**src/rtl/control_unit.sv**
```systemverilog
// -----------------------------------------------------------------------------
// control_unit
//
// Moore sequencer for the 8-bit accumulator datapath. It fetches the opcode
// byte and, for LDAC/STAC/JUMP/JMPZ/JPNZ, the two address bytes (high byte
// first). It then drives every datapath select/enable needed to execute one of
// 16 instructions. It owns the architectural zero flag Z and parks in HALT on
// any opcode byte whose upper nibble is nonzero.
//
// All outputs come from flops. They are computed from the *next* state, so
// each output takes the value listed for a state on the same edge that enters
// that state. This keeps the outputs glitch-free and aligned with the state.
//
// Ports
//   clk      in   clock
//   reset    in   asynchronous, active-high reset
//   instr    in   [7:0] instruction register contents (opcode = instr[3:0])
//   zero     in   combinational ALU zero output
//   we       out  memory write enable
//   buff_ir  out  memdata -> IR latch enable
//   buff_ah  out  memdata -> address-high buffer latch enable
//   buff_al  out  memdata -> address-low buffer latch enable
//   buff_r   out  AC -> R latch enable
//   srcbmux  out  ALU B source: 0 = R, 1 = constant 1
//   adrmux   out  address source: 0 = PC, 1 = {adrH, adrL}
//   acmux    out  [1:0] AC source: 00 ALU, 01 memdata, 10 R
//   pcmux    out  [1:0] PC next: 00 hold, 01 PC+1, 10 {adrH, adrL}
//   aluop    out  [2:0] 000 pass ... 111 not
//   halted   out  high while in HALT
// -----------------------------------------------------------------------------
module control_unit (
  input  logic       clk,
  input  logic       reset,
  input  logic [7:0] instr,
  input  logic       zero,
  output logic       we,
  output logic       buff_ir,
  output logic       buff_ah,
  output logic       buff_al,
  output logic       buff_r,
  output logic       srcbmux,
  output logic       adrmux,
  output logic [1:0] acmux,
  output logic [1:0] pcmux,
  output logic [2:0] aluop,
  output logic       halted
);

  typedef enum logic [2:0] {
    S_FETCH,
    S_DECODE,
    S_FETCH_AH,
    S_FETCH_AL,
    S_MEM,
    S_EXEC,
    S_HALT
  } state_e;

  typedef enum logic [3:0] {
    OP_NOP  = 4'h0,
    OP_LDAC = 4'h1,
    OP_STAC = 4'h2,
    OP_MVAC = 4'h3,
    OP_MOVR = 4'h4,
    OP_JUMP = 4'h5,
    OP_JMPZ = 4'h6,
    OP_JPNZ = 4'h7,
    OP_ADD  = 4'h8,
    OP_SUB  = 4'h9,
    OP_INAC = 4'hA,
    OP_CLAC = 4'hB,
    OP_AND  = 4'hC,
    OP_OR   = 4'hD,
    OP_XOR  = 4'hE,
    OP_NOT  = 4'hF
  } opcode_e;

  localparam logic [2:0] ALU_PASS = 3'b000;
  localparam logic [2:0] ALU_ADD  = 3'b001;
  localparam logic [2:0] ALU_SUB  = 3'b010;
  localparam logic [2:0] ALU_CLR  = 3'b011;
  localparam logic [2:0] ALU_AND  = 3'b100;
  localparam logic [2:0] ALU_OR   = 3'b101;
  localparam logic [2:0] ALU_XOR  = 3'b110;
  localparam logic [2:0] ALU_NOT  = 3'b111;

  localparam logic [1:0] AC_ALU = 2'b00;
  localparam logic [1:0] AC_MEM = 2'b01;
  localparam logic [1:0] AC_R   = 2'b10;

  localparam logic [1:0] PC_HOLD = 2'b00;
  localparam logic [1:0] PC_INC  = 2'b01;
  localparam logic [1:0] PC_LOAD = 2'b10;

  typedef struct packed {
    logic       we;
    logic       buff_ir;
    logic       buff_ah;
    logic       buff_al;
    logic       buff_r;
    logic       srcbmux;
    logic       adrmux;
    logic [1:0] acmux;
    logic [1:0] pcmux;
    logic [2:0] aluop;
    logic       halted;
  } ctrl_t;

  // Defaults make AC reload its own value through the ALU pass path.
  localparam ctrl_t CTRL_IDLE = '{
    we: 1'b0, buff_ir: 1'b0, buff_ah: 1'b0, buff_al: 1'b0, buff_r: 1'b0,
    srcbmux: 1'b0, adrmux: 1'b0, acmux: AC_ALU, pcmux: PC_HOLD,
    aluop: ALU_PASS, halted: 1'b0
  };

  localparam ctrl_t CTRL_FETCH = '{
    we: 1'b0, buff_ir: 1'b1, buff_ah: 1'b0, buff_al: 1'b0, buff_r: 1'b0,
    srcbmux: 1'b0, adrmux: 1'b0, acmux: AC_ALU, pcmux: PC_INC,
    aluop: ALU_PASS, halted: 1'b0
  };

  state_e  state_q, state_d;
  logic    z_q, z_d;
  ctrl_t   ctrl_q, ctrl_d;

  opcode_e op;
  logic    illegal;
  logic    has_addr;
  logic    is_mem_op;
  logic    is_alu_op;
  logic    branch_taken;

  assign op        = opcode_e'(instr[3:0]);
  assign illegal   = |instr[7:4];
  assign has_addr  = op inside {OP_LDAC, OP_STAC, OP_JUMP, OP_JMPZ, OP_JPNZ};
  assign is_mem_op = op inside {OP_LDAC, OP_STAC};
  assign is_alu_op = instr[3];

  // The FETCH_AL outputs are computed while in FETCH_AH. Z can only change on
  // the edge that ends EXEC, so z_q here equals Z at the start of FETCH_AL.
  assign branch_taken = (op == OP_JUMP) ||
                        (op == OP_JMPZ &&  z_q) ||
                        (op == OP_JPNZ && !z_q);

  always_comb begin
    // NOTE: every variable gets a default at the top of the block so that no
    // path leaves it unassigned; otherwise a latch is inferred.
    state_d = state_q;
    z_d     = z_q;
    ctrl_d  = CTRL_IDLE;

    case (state_q)
      S_FETCH:    state_d = S_DECODE;
      S_DECODE: begin
        if (illegal)       state_d = S_HALT;
        else if (has_addr) state_d = S_FETCH_AH;
        else               state_d = S_EXEC;
      end
      S_FETCH_AH: state_d = S_FETCH_AL;
      S_FETCH_AL: state_d = is_mem_op ? S_MEM : S_FETCH;
      S_MEM:      state_d = S_FETCH;
      S_EXEC: begin
        state_d = S_FETCH;
        // Only the ALU group (8..F) updates Z; the ALU result is valid in EXEC.
        if (is_alu_op) z_d = zero;
      end
      S_HALT:     state_d = S_HALT;
      default:    state_d = S_FETCH;
    endcase

    // Output decode for the state being entered.
    case (state_d)
      S_FETCH: ctrl_d = CTRL_FETCH;
      S_FETCH_AH: begin
        ctrl_d.buff_ah = 1'b1;
        ctrl_d.pcmux   = PC_INC;
      end
      S_FETCH_AL: begin
        ctrl_d.buff_al = 1'b1;
        ctrl_d.pcmux   = branch_taken ? PC_LOAD : PC_INC;
      end
      S_MEM: begin
        ctrl_d.adrmux = 1'b1;
        if (op == OP_STAC) ctrl_d.we    = 1'b1;     // writedata = AC via pass
        else               ctrl_d.acmux = AC_MEM;
      end
      S_EXEC: begin
        case (op)
          OP_MVAC: ctrl_d.buff_r = 1'b1;
          OP_MOVR: ctrl_d.acmux  = AC_R;
          OP_ADD:  ctrl_d.aluop  = ALU_ADD;
          OP_SUB:  ctrl_d.aluop  = ALU_SUB;
          OP_INAC: begin
            ctrl_d.aluop   = ALU_ADD;
            ctrl_d.srcbmux = 1'b1;
          end
          OP_CLAC: ctrl_d.aluop  = ALU_CLR;
          OP_AND:  ctrl_d.aluop  = ALU_AND;
          OP_OR:   ctrl_d.aluop  = ALU_OR;
          OP_XOR:  ctrl_d.aluop  = ALU_XOR;
          OP_NOT:  ctrl_d.aluop  = ALU_NOT;
          default: ctrl_d = CTRL_IDLE;
        endcase
      end
      S_HALT:  ctrl_d.halted = 1'b1;
      default: ctrl_d = CTRL_IDLE;
    endcase
  end

  // NOTE: state flops use non-blocking assignments so every flop samples the
  // pre-edge values, independent of statement order.
  always_ff @(posedge clk or posedge reset) begin
    if (reset) begin
      state_q <= S_FETCH;
      z_q     <= 1'b0;
      ctrl_q  <= CTRL_FETCH;
    end else begin
      state_q <= state_d;
      z_q     <= z_d;
      ctrl_q  <= ctrl_d;
    end
  end

  assign we      = ctrl_q.we;
  assign buff_ir = ctrl_q.buff_ir;
  assign buff_ah = ctrl_q.buff_ah;
  assign buff_al = ctrl_q.buff_al;
  assign buff_r  = ctrl_q.buff_r;
  assign srcbmux = ctrl_q.srcbmux;
  assign adrmux  = ctrl_q.adrmux;
  assign acmux   = ctrl_q.acmux;
  assign pcmux   = ctrl_q.pcmux;
  assign aluop   = ctrl_q.aluop;
  assign halted  = ctrl_q.halted;

endmodule

```
**config.mk**
```make
export PLATFORM = sky130hd
export DESIGN_NAME = control_unit
export DESIGN_NICKNAME = d
export VERILOG_FILES = /design/src/rtl/control_unit.sv
export SDC_FILE = /design/constraint.sdc
export NUM_CORES = 1
export LEC_CHECK = 0
export CAP_MARGIN = 5
export CORE_ASPECT_RATIO = 1.1
export CORE_UTILIZATION = 44
export DETAILED_ROUTE_END_ITERATION = 8
export GPL_ROUTABILITY_DRIVEN = 0
export GPL_TIMING_DRIVEN = 0
export PLACE_DENSITY_LB_ADDON = 0.08
export SLEW_MARGIN = 20
export SYNTH_ARGS = -nofsm -noshare
export SYNTH_HDL_FRONTEND = slang
export SYNTH_SLANG_ARGS = --single-unit
```
**constraint.sdc**
```tcl
create_clock -name clk -period 1.93 [get_ports clk]
set_clock_uncertainty 0.1 [all_clocks]
set_input_delay 0.386 -clock clk [delete_from_list [all_inputs] [get_ports clk]]
set_output_delay 0.386 -clock clk [all_outputs]
set_load 0.02 [all_outputs]
```
* After elaboration in Yosys (flattened, before gate mapping)
Cells that the tools add are included.
** Word-level totals
- Bits in registers :: 19
- Bits of input ports :: 11
- Output and inout bits :: 15
- Word-level logic and storage cells :: 71
** Operators by class
- Eq/ne operators :: 25
- Mux-type cells :: 20
- Reductions and logical operators :: 13
** Operators with widths (count)
- $eq A4 B4 Y1 const B :: 8
- $pmux W3 S7 :: 1
- $eq A4 B3 Y1 const B :: 4
- $eq A3 B3 Y1 const B :: 5
- $pmux W3 S5 :: 1
- $eq A3 B2 Y1 const B :: 4
- $mux W3 :: 4
- $mux W1 :: 9
- $eq A4 B2 Y1 const B :: 2
- $logic_not A3 Y1 :: 2
- $mux W2 :: 3
- $pmux W3 S2 :: 1
- $reduce_bool A5 Y1 :: 1
- $eq A4 B1 Y1 const B :: 1
- $pmux W2 S2 :: 1
- $reduce_or A2 Y1 :: 2
- $reduce_or A4 Y1 :: 1
- $eq A3 B1 Y1 const B :: 1
- $logic_and A1 B1 Y1 :: 2
- $logic_or A1 B1 Y1 :: 2
- $reduce_and A2 Y1 :: 1
- $reduce_bool A2 Y1 :: 1
- $logic_not A1 Y1 :: 1

* Depth between registers and ports, before layout
Gate-level depths: netlist (run 1).
- Depth after elaboration :: 8
- Mapped depth :: 6

* Least setup slack after synthesis (run 1)
OpenSTA, ideal clock, no wires.
- Path type :: input -> register
- From :: input instr[1]
- To :: register ctrl_q (netlist bit halted)
- Data arrival time :: 1.621 ns
- Required time :: 1.710 ns
- Slack :: 0.089 ns
- Stages :: 5
- Buffers on the path :: 1
- Path through :: buf_2 -> and3b_1 -> or4b_1 -> a32o_2 -> and3_1
** RTL lines
- from (decl) :: RTL line 34 : input logic [7:0] instr,
- to (signal assigned) :: RTL line 220 : ctrl_q <= ctrl_d;
- to (decl) :: RTL line 124 : ctrl_t ctrl_q, ctrl_d;

* Final worst setup path (run 1)
- From :: register ctrl_q (netlist bit buff_ir)
- To :: output buff_ir
** RTL lines
- to (decl) :: RTL line 37 : output logic buff_ir,
No word-level cell between the ends.

==> flow_summary_export.csv, run 1 <==
group,metric,value,unit
run_status,status,"completed",
critical_path,crit_fanout,1,
finish,nNetsFinal,115,
yosys,ys_seq_area_share,58.6,%
grt,grt_pass1_vias,638,
flow_run,cap_violations,0,
die,io_pins,26,
critical_path,worstReg2RegEnd,"halted$_DFF_PP0_",
grt,grt.total_usage,17.3,%
finish,regArea,478,um2
yosys,synthesis.nets,82,
timing,worst_pin_slew,0.685,ns
yosys,synthTopCellsByArea,"dfrtp_1 52%, dfstp_2 6.4%, nor3_1 3.7%",
die,initial_core_util,49.4,%
critical_path,path_class,"reg2out",
clock_network,numCtsBuffers,3,
route,post-route-drc-count,0,
hold_path,worstHoldEndpoint,"acmux[1]$_DFF_PP0_",
yosys,synth_area,816,um2
critical_path,cp.buffers_inverters,1,
timing,setup_viol,0,
grt,grt_first_pass_wirelength,2640,um
timing,relSlewSlack,54.3,%
timing,post-route-period-util,98.0,%
yosys,synth_flop_cell,"dfrtp_1",
clock_network,path_clk_slew,0.10,ns
finish,fill_cells,144,
critical_path,ff2ff_path_depth,3,
route,drtPass1Iterations,4,
die,dieArea,2030,um2
clock_network,clockBufferDepth,2,
hold_path,hold_depth,2,
timing,fmax,529,MHz
pwr,peakVddDrop,0.524,mV
yosys,yosysTopAreaCell,"dfrtp_1",
timing,hold_violations,0,
finish,multi_input_area,318,um2
clock_network,clock-sinks,19,
critical_path,r2r_start,"state_q[1]$_DFF_PP0_",
yosys,synth.most_common_cell,"dfrtp_1",
die,rows,15,
route,wirelength,1520,um
yosys,synth-seq-cells,19,
placed_design,dp_worst_setup_slack,-0.461,ns
clock_network,clock_latency,0.28,ns
grt,antenna_found_initial,0,
route,drtIter0Drc,10,
clock_network,h-tree-depth,1,
critical_path,cp.arrival,1.41,ns
yosys,synth_edf_count,0,
critical_path,critPathSlowestCell,"clkdlybuf4s50_1",
pwr,total_power,1.15,mW
critical_path,worstPathRequired,1.44,ns
hold_path,hp-class,"in2reg",
route,wl_per_cell,12.7,um
die,die_w,43.1,um
timing,rsz0062_at_grt,"no",
timing,setup_ws,0.0379,ns
clock_network,cts_tree,"built",
yosys,async_reset_ff_share,100,%
timing,fin_crit,1.89,ns
critical_path,slowest_delay,0.59,ns
route,vias,657,
yosys,synth_cell_type_count,31,
die,coreArea,1650,um2
route,vias_per_cell,5.48,
critical_path,r2r_slack,0.32,ns
grt,grt_max_degree,20,
critical_path,worstPathCellList,"clkdlybuf4s50_1",
critical_path,start_kind,"flip-flop",
finish,drive_above_1_share,17.5,%
finish,area_growth,40.3,%
placed_design,io_buffers,24,
yosys,synth_common_cells,"17 x dfrtp_1, 6 x nor3_1, 5 x nor2_1",
yosys,synth_top_area_share,52.1,%
yosys,netlist_instances,71,
critical_path,worst_setup_path_end_kind,"primary output",
finish,n_antenna_cell,0,
clock_network,clock-root-buffer,"clkbuf_4",
yosys,syn_area_per_cell,11.5,um2
placed_design,hpwl,1070,um
yosys,synth_warnings,0,
pwr,p_leak,0.532,nW
timing,drv_slew,0,
die,die_h,47.2,um
hold_path,worstHoldStart,"instr[1]",
grt,grt_overflow,0,
critical_path,crit_family,"buffers and inverters",
pwr,powerDensity,1010,nW/um2
route,antenna_left,0,
[kinds of logic after synthesis]
logic type | Yosys count | synth area share, %
flip-flops | 19 | 58.6
AND/OR/NAND/NOR | 31 | 24.4
buffers and inverters | 6 | 3.07
XOR/XNOR | 1 | 1.07
multiplexers | 2 | 2.61
AO/OA/AOI/OAI | 12 | 10.3
[worst max path at each step]
| stage | startpoint | endpoint | slack, ns | cells after the start |
|---|---|---|---|---|
| 6_report | buff_ir$_DFF_PP1_ | buff_ir | 0.04 | 1 |
| 5_1_grt | buff_ir$_DFF_PP1_ | buff_ir | 0.003 | 1 |
| 3_5_place_dp | instr[2] | halted$_DFF_PP0_ | -0.46 | 5 |
| 3_3_place_gp | instr[2] | halted$_DFF_PP0_ | -0.45 | 5 |
| 2_1_floorplan | instr[1] | halted$_DFF_PP0_ | 0.09 | 5 |
| 4_1_cts | instr[0] | halted$_DFF_PP0_ | 0.01 | 6 |
[state kept, by name, indices dropped and copies added, names as in the netlist]
name,count
z_q,1
halted,1
acmux,2
buff_ah,1
we,1
buff_al,1
buff_r,1
adrmux,1
pcmux,2
srcbmux,1
aluop,3
state_q,3
buff_ir,1
[report_power, final]
part           internal, mW  total (mW)  leakage, nW  switching, mW
logic                 0.188       0.410        0.266          0.222
clock network        0.0802       0.195       0.0150          0.114
registers             0.492       0.547        0.251         0.0554
[cells in the final DEF (no fill, tap or decap), drive strengths merged, types with 4 or more instances in the layout]
| cell | count |
|---|---|
| dlygate4sd2 | 4 |
| nor2 | 5 |
| buf | 6 |
| nor3 | 7 |
| clkdlybuf4s50 | 18 |
| inv | 4 |
| nor2b | 4 |
| dfrtp | 17 |
| clkbuf | 4 |
[through the flow]
step	util (%)	hold WS [ns]	setup TNS, ns	instances	area (um2)
after floorplan	-	0.236	0	71	816
after global placement	65.2	0.411	-1.61	112	1080
after detailed placement	65.2	0.418	-1.62	112	1080
after CTS	68.6	0.285	0	119	1130
after global routing	69.3	0.311	0	120	1140
final	69.3	0.289	0	120	1140
[metal layers]
| layer | global-route usage, % | part of all wire, % | vias up | routed length, um |
|---|---|---|---|---|
| li1 | - | - | 316 | - |
| met1 | 22.7 | 42 | 317 | 634 |
| met2 | 29.1 | 53 | 22 | 798 |
| met3 | 2.69 | 4.5 | 2 | 68 |
| met4 | 7.27 | 0.99 | 0 | 15 |
| met5 | 0 | 0 | - | 0 |
[area by class of cell]
class                           count  area share (%)
Sequential cell                    19            41.7
Multi-Input combinational cell     46            27.8
Timing Repair Buffer               28            23.6
Clock buffer                        4            2.30
Tap cell                           17            1.86
Buffer                              2            1.42
Inverter                            4            1.31
[timing repair]
action / 4_1_cts / 5_1_grt
pin swaps: 3 / 2
hold buffers: 0 / 0
resized for setup: 8 / 2
setup buffers: 3 / 1
setup endpoints to repair: 4 / 3
hold endpoints to repair: 0 / 0
[worst register-to-register path, delay by kind of cell, from the launching register on]
| family | cells | cell delay (ns) |
|---|---|---|
| and+or+nand+nor | 2 | 0.69 |
| AOI/OAI and AO/OA | 1 | 0.29 |
| DFF | 1 | 0.44 |
Power figures use the tool's default switching activity.
==> run 2: changes to the inputs <==
--- a/config.mk
+++ b/config.mk
@@ -7,6 +7,7 @@
 export LEC_CHECK = 0
 export CAP_MARGIN = 5
 export CORE_ASPECT_RATIO = 1.1
+export CORE_MARGIN = 1.5
 export CORE_UTILIZATION = 44
 export DETAILED_ROUTE_END_ITERATION = 8
 export GPL_ROUTABILITY_DRIVEN = 0
==> flow_summary_export.csv, run 2 (synthesized netlist as in run 1, its figures left out) <==
group,metric,value,unit
route,vias_per_cell,5.38,
route,wl_met3,91,um
route,wirelength,1540,um
route,wl_per_cell,12.7,um
route,drtIter0Drc,16,
hold_path,hold_depth,2,
die,rows,16,
placed_design,hpwl,1060,um
finish,fill_cells,149,
critical_path,path_class,"in2reg",
timing,setup_viol,0,
hold_path,hp-class,"in2reg",
pwr,powerDensity,989,nW/um2
timing,hold_violations,0,
finish,multi_input_area,317,um2
critical_path,ff2ff_path_depth,3,
clock_network,path_clk_slew,0.10,ns
timing,fin_crit,1.89,ns
timing,post-route-period-util,98.1,%
pwr,p_leak,0.560,nW
pwr,peakVddDrop,0.747,mV
grt,grt.total_usage,15.8,%
grt,grt_pass1_vias,520,
timing,tns,0,ns
clock_network,numCtsBuffers,3,
route,post-route-drc-count,0,
critical_path,cp.arrival,1.98,ns
clock_network,holdBufCountCts,0,
clock_network,clockBufferDepth,2,
critical_path,worstReg2RegEnd,"halted$_DFF_PP0_",
critical_path,start_kind,"input port",
clock_network,clock-root-buffer,"clkbuf_4",
critical_path,worstPathRequired,2.01,ns
clock_network,cts_tree,"built",
route,antenna_left,0,
die,io_pins,26,
route,vias,651,
route,top_layer,"met4",
grt,grt_first_pass_wirelength,2320,um
run_status,status,"completed",
die,initial_core_util,46.3,%
die,die_h,48.2,um
timing,relSlewSlack,54.5,%
finish,drive_above_1_share,16.5,%
critical_path,worst_setup_path_end_kind,"flip-flop",
finish,area_growth,41.3,%
die,die_w,44.1,um
grt,grt_max_degree,20,
critical_path,r2r_start,"state_q[1]$_DFF_PP0_",
hold_path,worstHoldStart,"instr[1]",
die,dieArea,2120,um2
grt,antenna_found_initial,0,
route,drtPass1Iterations,4,
flow_run,cap_violations,0,
clock_network,clock_latency,0.29,ns
clock_network,h-tree-depth,1,
route,wl_met2,770,um
critical_path,crit_fanout,4,
critical_path,r2r_slack,0.32,ns
finish,stdcell_count,121,
clock_network,clock-sinks,19,
finish,nNetsFinal,115,
timing,drv_slew,0,
hold_path,worstHoldEndpoint,"acmux[1]$_DFF_PP0_",
pwr,total_power,1.14,mW
timing,rsz0062_at_grt,"no",
grt,grt_overflow,0,
finish,n_antenna_cell,0,
die,coreArea,1760,um2
timing,fmax,528,MHz
placed_design,placed_cells,113,
placed_design,io_buffers,24,
timing,worst_pin_slew,0.682,ns
route,wl_met1,664,um
finish,layout_common_cells,"17 x dfrtp_1, 17 x clkdlybuf4s50_1, 6 x nor3_1",
finish,regArea,478,um2
-- run 2: worst max path at each step --
stage / slack, ns / to / cells past startpoint / startpoint
2_1_floorplan: 0.09 / halted$_DFF_PP0_ / 5 / instr[1]
3_3_place_gp: -0.46 / halted$_DFF_PP0_ / 5 / instr[2]
3_5_place_dp: -0.45 / halted$_DFF_PP0_ / 5 / instr[2]
4_1_cts: 0.004 / halted$_DFF_PP0_ / 6 / instr[0]
5_1_grt: 0.0006 / halted$_DFF_PP0_ / 5 / instr[7]
6_report: 0.04 / halted$_DFF_PP0_ / 5 / instr[7]
-- run 2: what timing repair did --
item | 4_1_cts | 5_1_grt
buffers inserted | 1 | 2
endpoints found under the setup margin | 4 | 5
cloned | 0 | 1
resized for setup | 5 | 5
pin swaps | 1 | 3
-- run 2: cell type report --
type	instances	area share (%)
multi-input combinational	46	27.5
sequential	19	41.5
clock buffer	4	2.28
timing repair buffer	28	24.1
tap	18	1.95
inverter	4	1.30
buffer	2	1.41
-- run 2: per-stage QoR --
stage          hold WS, ns  setup WS [ns]  utilization (%)  cell area, um2
2_1_floorplan        0.236         0.0891                -             816
3_3_place_gp         0.404         -0.458             61.2            1080
3_5_place_dp         0.410         -0.451             61.2            1080
4_1_cts              0.302        0.00434             63.6            1120
5_1_grt              0.305       0.000585             65.4            1150
6_report             0.311         0.0358             65.4            1150
-- run 2: per-layer routing --
layer | vias to the layer above | track usage, %
li1 | 317 | -
met3 | 2 | 4.81
met1 | 307 | 19.3
met5 | - | 0
met4 | 0 | 9.09
met2 | 25 | 25.3
-- run 2: power breakdown --
group	internal, mW	switching, mW	leakage [nW]
registers	0.492	0.0538	0.251
clock network	0.0803	0.109	0.0150
logic	0.185	0.219	0.294
-- run 2: worst max-delay path, cell delays in order --
cell and delay, ns:
clkdlybuf4s50_1 0.44, nor4_4 0.24, or4b_1 0.45, a32o_2 0.31, and3_1 0.15
